[config.mk]
export PLATFORM = sky130hd
export DESIGN_NAME = ifetch_queue_flat
export DESIGN_NICKNAME = d
export VERILOG_FILES = /design/src/rtl/ifetch_pkg.sv /design/src/rtl/ifetch_queue_if.sv /design/src/rtl/ifq_fifo.sv /design/src/rtl/ifetch_queue.sv /design/src/flat_wrapper.sv
export SDC_FILE = /design/constraint.sdc
export NUM_CORES = 1
export LEC_CHECK = 0
export BUFFER_PORTS_ARGS = -buffer_cell sky130_fd_sc_hd__buf_2
export CORE_MARGIN = 4
export CORE_UTILIZATION = 57
export DETAILED_ROUTE_END_ITERATION = 10
export HOLD_SLACK_MARGIN = 0.05
export PLACE_DENSITY = 0.83
export SYNTH_ARGS = -nofsm -noshare
export SYNTH_HDL_FRONTEND = slang
export SYNTH_SLANG_ARGS = --single-unit
[constraint.sdc]
create_clock -name clock -period 4 [get_ports clock]
set_input_delay 0.2 -clock clock [delete_from_list [all_inputs] [get_ports clock]]
set_output_delay 0.2 -clock clock [all_outputs]
set_load 0.05 [all_outputs]
[src/rtl/ifetch_pkg.sv]
// Shared width and types for the instruction prefetch queue.
// No logic; imported by the interface, the FIFO and the top level.
package ifetch_pkg;

  localparam int XLEN = 32;

  typedef enum logic [1:0] {
    IDLE,
    WAIT,
    WAIT_DROP
  } fetch_state_e;

  typedef struct packed {
    logic [XLEN-1:0] pc;
    logic [XLEN-1:0] instr;
  } fq_entry_t;

endpackage

[src/rtl/ifetch_queue_if.sv]
// Memory-side req/ack bus, decode-side valid/ready bus and redirect, as one bundle.
// master = prefetch queue, slave = memory/decode/branch unit (or a bench standing in for them).
interface ifetch_queue_if;
  import ifetch_pkg::*;

  logic            imem_req;
  logic [XLEN-1:0] imem_addr;
  logic            imem_ack;
  logic [XLEN-1:0] imem_rdata;
  logic            out_valid;
  logic [XLEN-1:0] out_instr;
  logic [XLEN-1:0] out_pc;
  logic            out_ready;
  logic            redirect;
  logic [XLEN-1:0] redirect_pc;

  modport master (
    output imem_req, imem_addr, out_valid, out_instr, out_pc,
    input  imem_ack, imem_rdata, out_ready, redirect, redirect_pc
  );

  modport slave (
    input  imem_req, imem_addr, out_valid, out_instr, out_pc,
    output imem_ack, imem_rdata, out_ready, redirect, redirect_pc
  );

endinterface

[src/rtl/ifq_fifo.sv]
// Synchronous FIFO with single-cycle flush; push and pop may coincide even when full.
// Head is visible the cycle after the push edge; dout reads 0 while empty.
module ifq_fifo #(
  parameter int DEPTH = 4,
  parameter int WIDTH = 64,
  localparam int AW = $clog2(DEPTH),
  localparam int CW = AW + 1
) (
  input  logic             clock,
  input  logic             reset,
  input  logic             push,
  input  logic             pop,
  input  logic             flush,
  input  logic [WIDTH-1:0] din,
  output logic [WIDTH-1:0] dout,
  output logic [CW-1:0]    count
);

  logic [WIDTH-1:0] mem_q [DEPTH];
  logic [AW-1:0]    rd_ptr_q, rd_ptr_d;
  logic [AW-1:0]    wr_ptr_q, wr_ptr_d;
  logic [CW-1:0]    count_q, count_d;

  // Power-of-two depth lets the pointers wrap by plain overflow.
  always_comb begin
    rd_ptr_d = rd_ptr_q;
    wr_ptr_d = wr_ptr_q;
    count_d  = count_q;
    if (flush) begin
      rd_ptr_d = '0;
      wr_ptr_d = '0;
      count_d  = '0;
    end else begin
      if (push) wr_ptr_d = wr_ptr_q + AW'(1);
      if (pop)  rd_ptr_d = rd_ptr_q + AW'(1);
      count_d = count_q + CW'(push) - CW'(pop);
    end
  end

  always_ff @(posedge clock) begin
    if (reset) begin
      rd_ptr_q <= '0;
      wr_ptr_q <= '0;
      count_q  <= '0;
    end else begin
      rd_ptr_q <= rd_ptr_d;
      wr_ptr_q <= wr_ptr_d;
      count_q  <= count_d;
    end
  end

  always_ff @(posedge clock) begin
    if (push && !flush) mem_q[wr_ptr_q] <= din;
  end

  assign dout  = (count_q != '0) ? mem_q[rd_ptr_q] : '0;
  assign count = count_q;

endmodule

[src/rtl/ifetch_queue.sv]
// Instruction prefetch queue: one outstanding word fetch, DEPTH buffered {pc, instr}.
// Ack on edge N is visible at out_* in cycle N+1; fetch stalls when no slot remains.
module ifetch_queue
  import ifetch_pkg::*;
#(
  parameter int              DEPTH    = 4,
  parameter logic [XLEN-1:0] RESET_PC = 32'h0000_0000
) (
  input logic            clock,
  input logic            reset,
  ifetch_queue_if.master bus
);

  localparam int CW = $clog2(DEPTH) + 1;

  fetch_state_e    state_q, state_d;
  logic [XLEN-1:0] fetch_pc_q, fetch_pc_d;
  logic [CW-1:0]   count;
  logic [CW-1:0]   count_next;
  logic            push, pop, space, not_empty;
  fq_entry_t       head;
  fq_entry_t       wr_entry;

  assign not_empty  = (count != '0);
  assign push       = (state_q == WAIT) && bus.imem_ack && !bus.redirect;
  assign pop        = not_empty && bus.out_ready && !bus.redirect;
  assign count_next = count + CW'(push) - CW'(pop);
  // An outstanding request already owns a slot, so issue only if one is free after this cycle.
  assign space      = (count_next < CW'(DEPTH));

  always_comb begin
    state_d    = state_q;
    fetch_pc_d = fetch_pc_q;
    case (state_q)
      IDLE: begin
        if (!bus.redirect && space) state_d = WAIT;
      end
      WAIT: begin
        if (bus.redirect)      state_d = bus.imem_ack ? IDLE : WAIT_DROP;
        else if (bus.imem_ack) state_d = space ? WAIT : IDLE;
      end
      WAIT_DROP: begin
        if (bus.imem_ack) state_d = IDLE;
      end
      default: state_d = IDLE;
    endcase
    if (bus.redirect)  fetch_pc_d = {bus.redirect_pc[XLEN-1:2], 2'b00};
    else if (push)     fetch_pc_d = fetch_pc_q + XLEN'(4);
  end

  always_ff @(posedge clock) begin
    if (reset) begin
      state_q    <= IDLE;
      fetch_pc_q <= RESET_PC;
    end else begin
      state_q    <= state_d;
      fetch_pc_q <= fetch_pc_d;
    end
  end

  assign wr_entry = '{pc: fetch_pc_q, instr: bus.imem_rdata};

  ifq_fifo #(
    .DEPTH(DEPTH),
    .WIDTH(2 * XLEN)
  ) u_fifo (
    .clock(clock),
    .reset(reset),
    .push (push),
    .pop  (pop),
    .flush(bus.redirect),
    .din  (wr_entry),
    .dout (head),
    .count(count)
  );

  assign bus.imem_req  = (state_q != IDLE);
  assign bus.imem_addr = fetch_pc_q;
  assign bus.out_valid = not_empty;
  assign bus.out_pc    = head.pc;
  assign bus.out_instr = head.instr;

endmodule

[src/flat_wrapper.sv]
// flat-port wrapper written by rule: the top's interface ports become plain ports
module ifetch_queue_flat import ifetch_pkg::*;
#(
  parameter int              DEPTH    = 4,
  parameter logic [XLEN-1:0] RESET_PC = 32'h0000_0000
)
  (clock, reset, bus_imem_req, bus_imem_addr, bus_out_valid, bus_out_instr, bus_out_pc, bus_imem_ack, bus_imem_rdata, bus_out_ready, bus_redirect, bus_redirect_pc);
  ifetch_queue_if bus_i ();
  input logic clock;
  input logic reset;
  output wire logic [$bits(bus_i.imem_req)-1:0] bus_imem_req;
  output wire logic [$bits(bus_i.imem_addr)-1:0] bus_imem_addr;
  output wire logic [$bits(bus_i.out_valid)-1:0] bus_out_valid;
  output wire logic [$bits(bus_i.out_instr)-1:0] bus_out_instr;
  output wire logic [$bits(bus_i.out_pc)-1:0] bus_out_pc;
  input wire logic [$bits(bus_i.imem_ack)-1:0] bus_imem_ack;
  input wire logic [$bits(bus_i.imem_rdata)-1:0] bus_imem_rdata;
  input wire logic [$bits(bus_i.out_ready)-1:0] bus_out_ready;
  input wire logic [$bits(bus_i.redirect)-1:0] bus_redirect;
  input wire logic [$bits(bus_i.redirect_pc)-1:0] bus_redirect_pc;
  assign bus_imem_req = bus_i.imem_req;
  assign bus_imem_addr = bus_i.imem_addr;
  assign bus_out_valid = bus_i.out_valid;
  assign bus_out_instr = bus_i.out_instr;
  assign bus_out_pc = bus_i.out_pc;
  assign bus_i.imem_ack = bus_imem_ack;
  assign bus_i.imem_rdata = bus_imem_rdata;
  assign bus_i.out_ready = bus_out_ready;
  assign bus_i.redirect = bus_redirect;
  assign bus_i.redirect_pc = bus_redirect_pc;
  ifetch_queue #(.DEPTH(DEPTH), .RESET_PC(RESET_PC)) u_core (.clock(clock), .reset(reset), .bus(bus_i));
endmodule
After elaboration in Yosys (flattened, before gate mapping)
Memory sizes are Yosys's and may differ from the RTL's. A register that Yosys moved wholly into a read port is not among the register bits.
Cells that the tools add are included.
- add/sub/neg operators: 5
- multiply operators: 0
- div/mod/pow operators: 0
- magnitude comparators: 1
- equality and inequality tests: 5
- shifts and indexed selects: 0
- mux-type cells: 14
- bitwise operators: 0
- reductions and logical operators: 13
- operators by type and width (kind ; count):
    $mux 32 ; 2
    $mux 64 ; 1
    $add 32x3->32 const B ; 1
    $mux 2 ; 7
    $logic_and 1x1->1 ; 6
    $pmux 2 s3 ; 1
    $add 2x1->2 const B ; 2
    $reduce_bool 2->1 ; 2
    $add 3x1->3 ; 1
    $lt 3x3->1 const B ; 1
    $mux 1 ; 3
    $ne 3x3->1 const B ; 1
    $reduce_and 3->1 ; 1
    $reduce_bool 3->1 ; 1
    $sub 3x1->3 ; 1
    $eq 2x1->1 const B ; 1
    $eq 2x2->1 const B ; 1
    $logic_not 2->1 ; 1
    $ne 2x1->1 const B ; 1
    $ne 2x2->1 const B ; 1
    $reduce_or 2->1 ; 1
    $logic_not 1->1 ; 1
- flip-flop bits (word level): 41
- bits in latches: 0
- RAM bits: 256
- memory bits (read-only): 0
- output and inout port bits: 98
- word-level logic and storage cells: 45
- memories: 1
- memories (memory ; depth ; width ; rd ports ; clocked after Yosys merged registers in ; wr ports ; line ; text):
    u_core.u_fifo.mem_q ; 4 ; 64 ; 1 ; 1 ; 1 ; ifq_fifo.sv:19 ; logic [WIDTH-1:0] mem_q [DEPTH];

Depth between registers and ports, before layout
- depth after elaboration: 10
- mapped depth: 12
- depth with buffers taken out: 11

Modules after synthesis
Synthesis repeated with hierarchy kept, for this count alone.
- cells, all modules: 702
- area, all modules: 12208.0 µm²
- modules (own cells, without submodules) (module ; times used ; cells an instance ; area each (µm²)):
    ifq_fifo ; 1 ; 451 ; 10189.8
    ifetch_queue ; 1 ; 251 ; 2018.2

Least setup slack after synthesis
OpenSTA, ideal clock, no wires.
- path kind: flip-flop to flip-flop
- start: register u_core.state_q[0]
- end: memory u_core.u_fifo.mem_q[0][0], enable pin
- library setup time: 0.426 ns
- arrival time: 2.409 ns
- data required time: 3.574 ns
- path slack: 1.164 ns
- stages on the path, launching flop included: 5
- path buffers: 1
- cells stage by stage: dfxtp_1 -> buf_2 -> nand3b_1 -> nor2_1 -> and2_1
- longest elaborated chain between the ends: 6
- RTL lines (what ; line ; text):
    start, declared ; ifetch_queue.sv:16 ; fetch_state_e state_q, state_d;
    start signal, assigned ; ifetch_queue.sv:56 ; state_q <= state_d;
    $eq 2x1->1 ; ifetch_queue.sv:25 ; assign push = (state_q == WAIT) && bus.imem_ack && !bus.redirect;
    $logic_and 1x1->1 (2 in a row) ; ifetch_queue.sv:25 ;
    $logic_and 1x1->1 ; ifq_fifo.sv:53 ; if (push && !flush) mem_q[wr_ptr_q] <= din;
    $mux 1 ; ifq_fifo.sv:53 ;
    $mux 1 (not written as such) ; ifq_fifo.sv:53 ;
    end, declared ; ifq_fifo.sv:19 ;
No other way between the ends.

Worst setup path after layout
- start: register u_core.fetch_pc_q[5] (netlist: u_core.bus.imem_addr[5])
- end: register u_core.fetch_pc_q[15] (netlist: u_core.bus.imem_addr[15])
- longest elaborated chain between the ends: 3
- RTL lines (what ; line ; text):
    start, declared ; ifetch_queue.sv:17 ; logic [XLEN-1:0] fetch_pc_q, fetch_pc_d;
    start signal, assigned ; ifetch_queue.sv:57 ; fetch_pc_q <= fetch_pc_d;
    $add 32x3->32 ; ifetch_queue.sv:48 ; else if (push) fetch_pc_d = fetch_pc_q + XLEN'(4);
    $mux 32 ; ifetch_queue.sv:48 ;
    $mux 32 ; ifetch_queue.sv:47 ; if (bus.redirect) fetch_pc_d = {bus.redirect_pc[XLEN-1:2], 2'b00};
No other way between the ends. The select of a mux whose other input is x is not followed.
A chain may end at the register's enable or synchronous reset.

==> run metrics <==
clock-pin slew on the worst setup and hold paths 0.06 ns; fraction of layout instances using a drive strength above 1 0.3118; PortBufs 160; CP startpoint kind register; VDD IR max 0.0003517 V; sequential share of the synthesized area 0.7115; CP required 4.47 ns; combinational fraction of design power 0.056; synth warn 0; Post-Synthesis Cells 671; crit share post-route 0.7292; Leak 5.130 nW; switching share of power 0.2071; DRC 0; Core Box Area 0.01978 mm^2; CTS Root Cell clkbuf_16; CTS tree yes; Switch Pwr 0.001373 W; Final Non-Filler Cells 1179; RSZ-0062 raised after global routing no; maximum clock frequency 0.3429 GHz; Worst slew margin 0.2832; HP Class in -> reg; Int Power 0.005256 W; num rows 51; pin count of the biggest net entering global routing 65; CP Class reg -> reg; Worst-Skew Late Latency 0.53 ns; Setup crit end kind register; pwr/cell area 462.6 mW/mm^2; Critical Path AT 3.39 ns; worst reg2reg path depth 5; MaxCap Viol Count 0; Hold Vio Cnt, Final 0; clock skew 0.008173 ns; Final GP Congestion 0.8436; FFs w/ async S/R, synth 0; first-pass GRT wire length 37810 um; Num CTS Buffers 29; TritonRoute pass-1 iters 5; final setup TNS 0 ns; Least-Margin Pin Slew 1.065 ns; antenna cells 0; Via density 5.760; hold path cells 3; gr ovfl total 0; I/O pin count 167; post-layout util 0.7244; Clock power frac 0.434; vias in the first global route 6954; Fill cells 1214; Die Wd 150.8 um; Synth Area per Inst 17.32 um^2; Final Setup Violations 0; Seq cells post-synth 289; register cell area after layout 0.008275 mm^2; Post-DRT Antenna Nets 0; Cell variety after synth 44; aggregate global-route resource usage 0.2142; routed length per instance 20.32 um; die height 150.8 um; crit-path max FO 11; initial antenna violation count 0; number of H-tree levels 1; EDFF count, synth 248; Slew Limit Fails 0; Multi-input gate area 0.003137 mm^2; Netlist Area Pre-Place 0.01162 mm^2; hpwl dp 13260 um; synthesis-to-finish area growth 23.31%; Initial Util 0.5875; Max Buffers Root-to-Sink 3; outcome complete, no violations; Tmin final 2.917 ns; Total Wirelength 23950 um; nets@finish 969; main flop type after synthesis edfxtp_1; clk sink count 289; die area 0.02274 mm^2; total number of vias 6791; Placed Instances 1061; register share of total power 0.510; cts repair resizes 0; number of DRC markers in iteration 0 435; post-CTS setup buffer count 0
==> worst max-delay path, stage by stage, from the launching register on <==
cell           delay, ns
dfxtp_1             0.53
nand4_1             0.26
nor4_1              0.96
a21oi_1             0.18
a221oi_1            0.34
dlygate4sd3_1       0.59
==> cells by family (layout without fill, tap and decap cells) <==
family | after synthesis | count (layout) | synth area share
flops | 289 | 289 | 0.7115
simple gates | 178 | 178 | 0.08882
mux | 64 | 64 | 0.1219
compound gates | 59 | 59 | 0.03790
buf+inv | 59 | 299 | 0.02056
xor+xnor | 13 | 13 | 0.009798
fa+ha+maj | 8 | 8 | 0.009259
other cells | 1 | 4 | 0.0003227
==> cells in the mapped netlist, drive strengths merged, types with 4 or more instances <==
cell type    n  share of area
xnor2       10         0.0075
or4         13         0.0084
mux4        62           0.12
nand4        5         0.0027
or3          7         0.0038
clkbuf      29         0.0094
inv         16         0.0052
nor3         4         0.0017
a21oi        5         0.0022
and2        70          0.038
nand3       16         0.0069
ha           7         0.0075
a211oi       9         0.0058
edfxtp     248           0.64
o21ai        7         0.0030
nand2       11         0.0036
nor4         5         0.0027
dfxtp       41          0.071
buf         14         0.0060
and3         4         0.0022
and4         5         0.0038
nor2        32          0.010
o31ai        9         0.0058
a311oi      13         0.0098
==> power by group through the flow <==
| stage | logic (W) | registers [W] | clock network (W) |
|---|---|---|---|
| 6_report | 0.000370 | 0.00338 | 0.00288 |
| 5_1_grt | 0.000395 | 0.00339 | 0.00306 |
| 4_1_cts | 0.000368 | 0.00338 | 0.00293 |
| 3_5_place_dp | 0.000317 | 0.00344 | 0 |
| 3_3_place_gp | 0.000311 | 0.00344 | 0 |
| 2_1_floorplan | 0.000141 | 0.00350 | 0 |
==> per-stage QoR <==
stage               hold slack (ns)  cell area [um^2]  worst slack (ns)  power, W
floorplan                    0.2793             11630             1.164  0.003641
global placement             0.4090             12640             1.342  0.003750
detailed placement           0.4140             12640             1.284  0.003759
CTS                          0.1062             14330             1.004  0.006670
global route                 0.1522             14330            0.8508  0.006843
finish                       0.1309             14330             1.083  0.006628
==> state kept, by name, summed over array words and instances, names as in the netlist, named ones only <==
name / count
u_core.u_fifo.rd_ptr_q: 2
u_core.state_q: 2
u_core.u_fifo.count: 3
u_core.u_fifo.wr_ptr_q: 2
u_core.bus.imem_addr: 30
u_core.u_fifo.mem_q: 248
==> timing repair <==
action / 4_1_cts / 5_1_grt
endpoints found under the setup margin: 0 / 0
hold buffers: 65 / 0
hold endpoints to repair: 159 / 0
==> final timing paths <==
check / startpoint / to / slack [ns]
worst max-delay path: u_core.bus.imem_addr[5] / u_core.bus.imem_addr[15] / 1.08
worst min-delay path: bus_redirect / u_core.u_fifo.wr_ptr_q[1] / 0.13
worst max register to register: u_core.bus.imem_addr[5] / u_core.bus.imem_addr[15] / 1.08
worst min register to register: u_core.state_q[1] / u_core.state_q[0] / 0.53
==> final cells by class <==
type	instances	area share
tap	265	0.02314
inverter	16	0.004191
clock inverter	21	0.01956
multi-input combinational	326	0.2189
timing repair buffer	230	0.1039
sequential	289	0.5775
clock buffer	32	0.05282
==> layer usage <==
layer	up-vias	global-route usage	share of wire
met3	39	0.04219	0.074
met2	287	0.3566	0.49
met1	3370	0.2991	0.42
met5	-	0	0
li1	3095	-	-
met4	0	0.04805	0.017
==> cells in the final DEF (no fill, tap or decap), types with 3 or more instances in the layout <==
| cell type | count |
|---|---|
| a211oi_1 | 9 |
| a21oi_1 | 5 |
| a311oi_1 | 13 |
| a31oi_1 | 3 |
| and2_1 | 66 |
| and2_4 | 4 |
| and3_1 | 4 |
| and4_1 | 5 |
| buf_2 | 160 |
| buf_4 | 5 |
| bufinv_16 | 7 |
| clkbuf_16 | 29 |
| clkinv_1 | 4 |
| clkinv_2 | 8 |
| conb_1 | 4 |
| dfxtp_1 | 39 |
| dlygate4sd3_1 | 65 |
| edfxtp_1 | 248 |
| ha_1 | 7 |
| inv_1 | 16 |
| mux4_2 | 62 |
| nand2_1 | 11 |
| nand3_1 | 16 |
| nand4_1 | 5 |
| nor2_1 | 32 |
| nor3_1 | 4 |
| nor4_1 | 5 |
| o211ai_1 | 3 |
| o21ai_0 | 7 |
| o31ai_1 | 9 |
| or3_1 | 6 |
| or4_1 | 13 |
| xnor2_1 | 10 |
| xor2_1 | 3 |
Power figures use the tool's default switching activity.
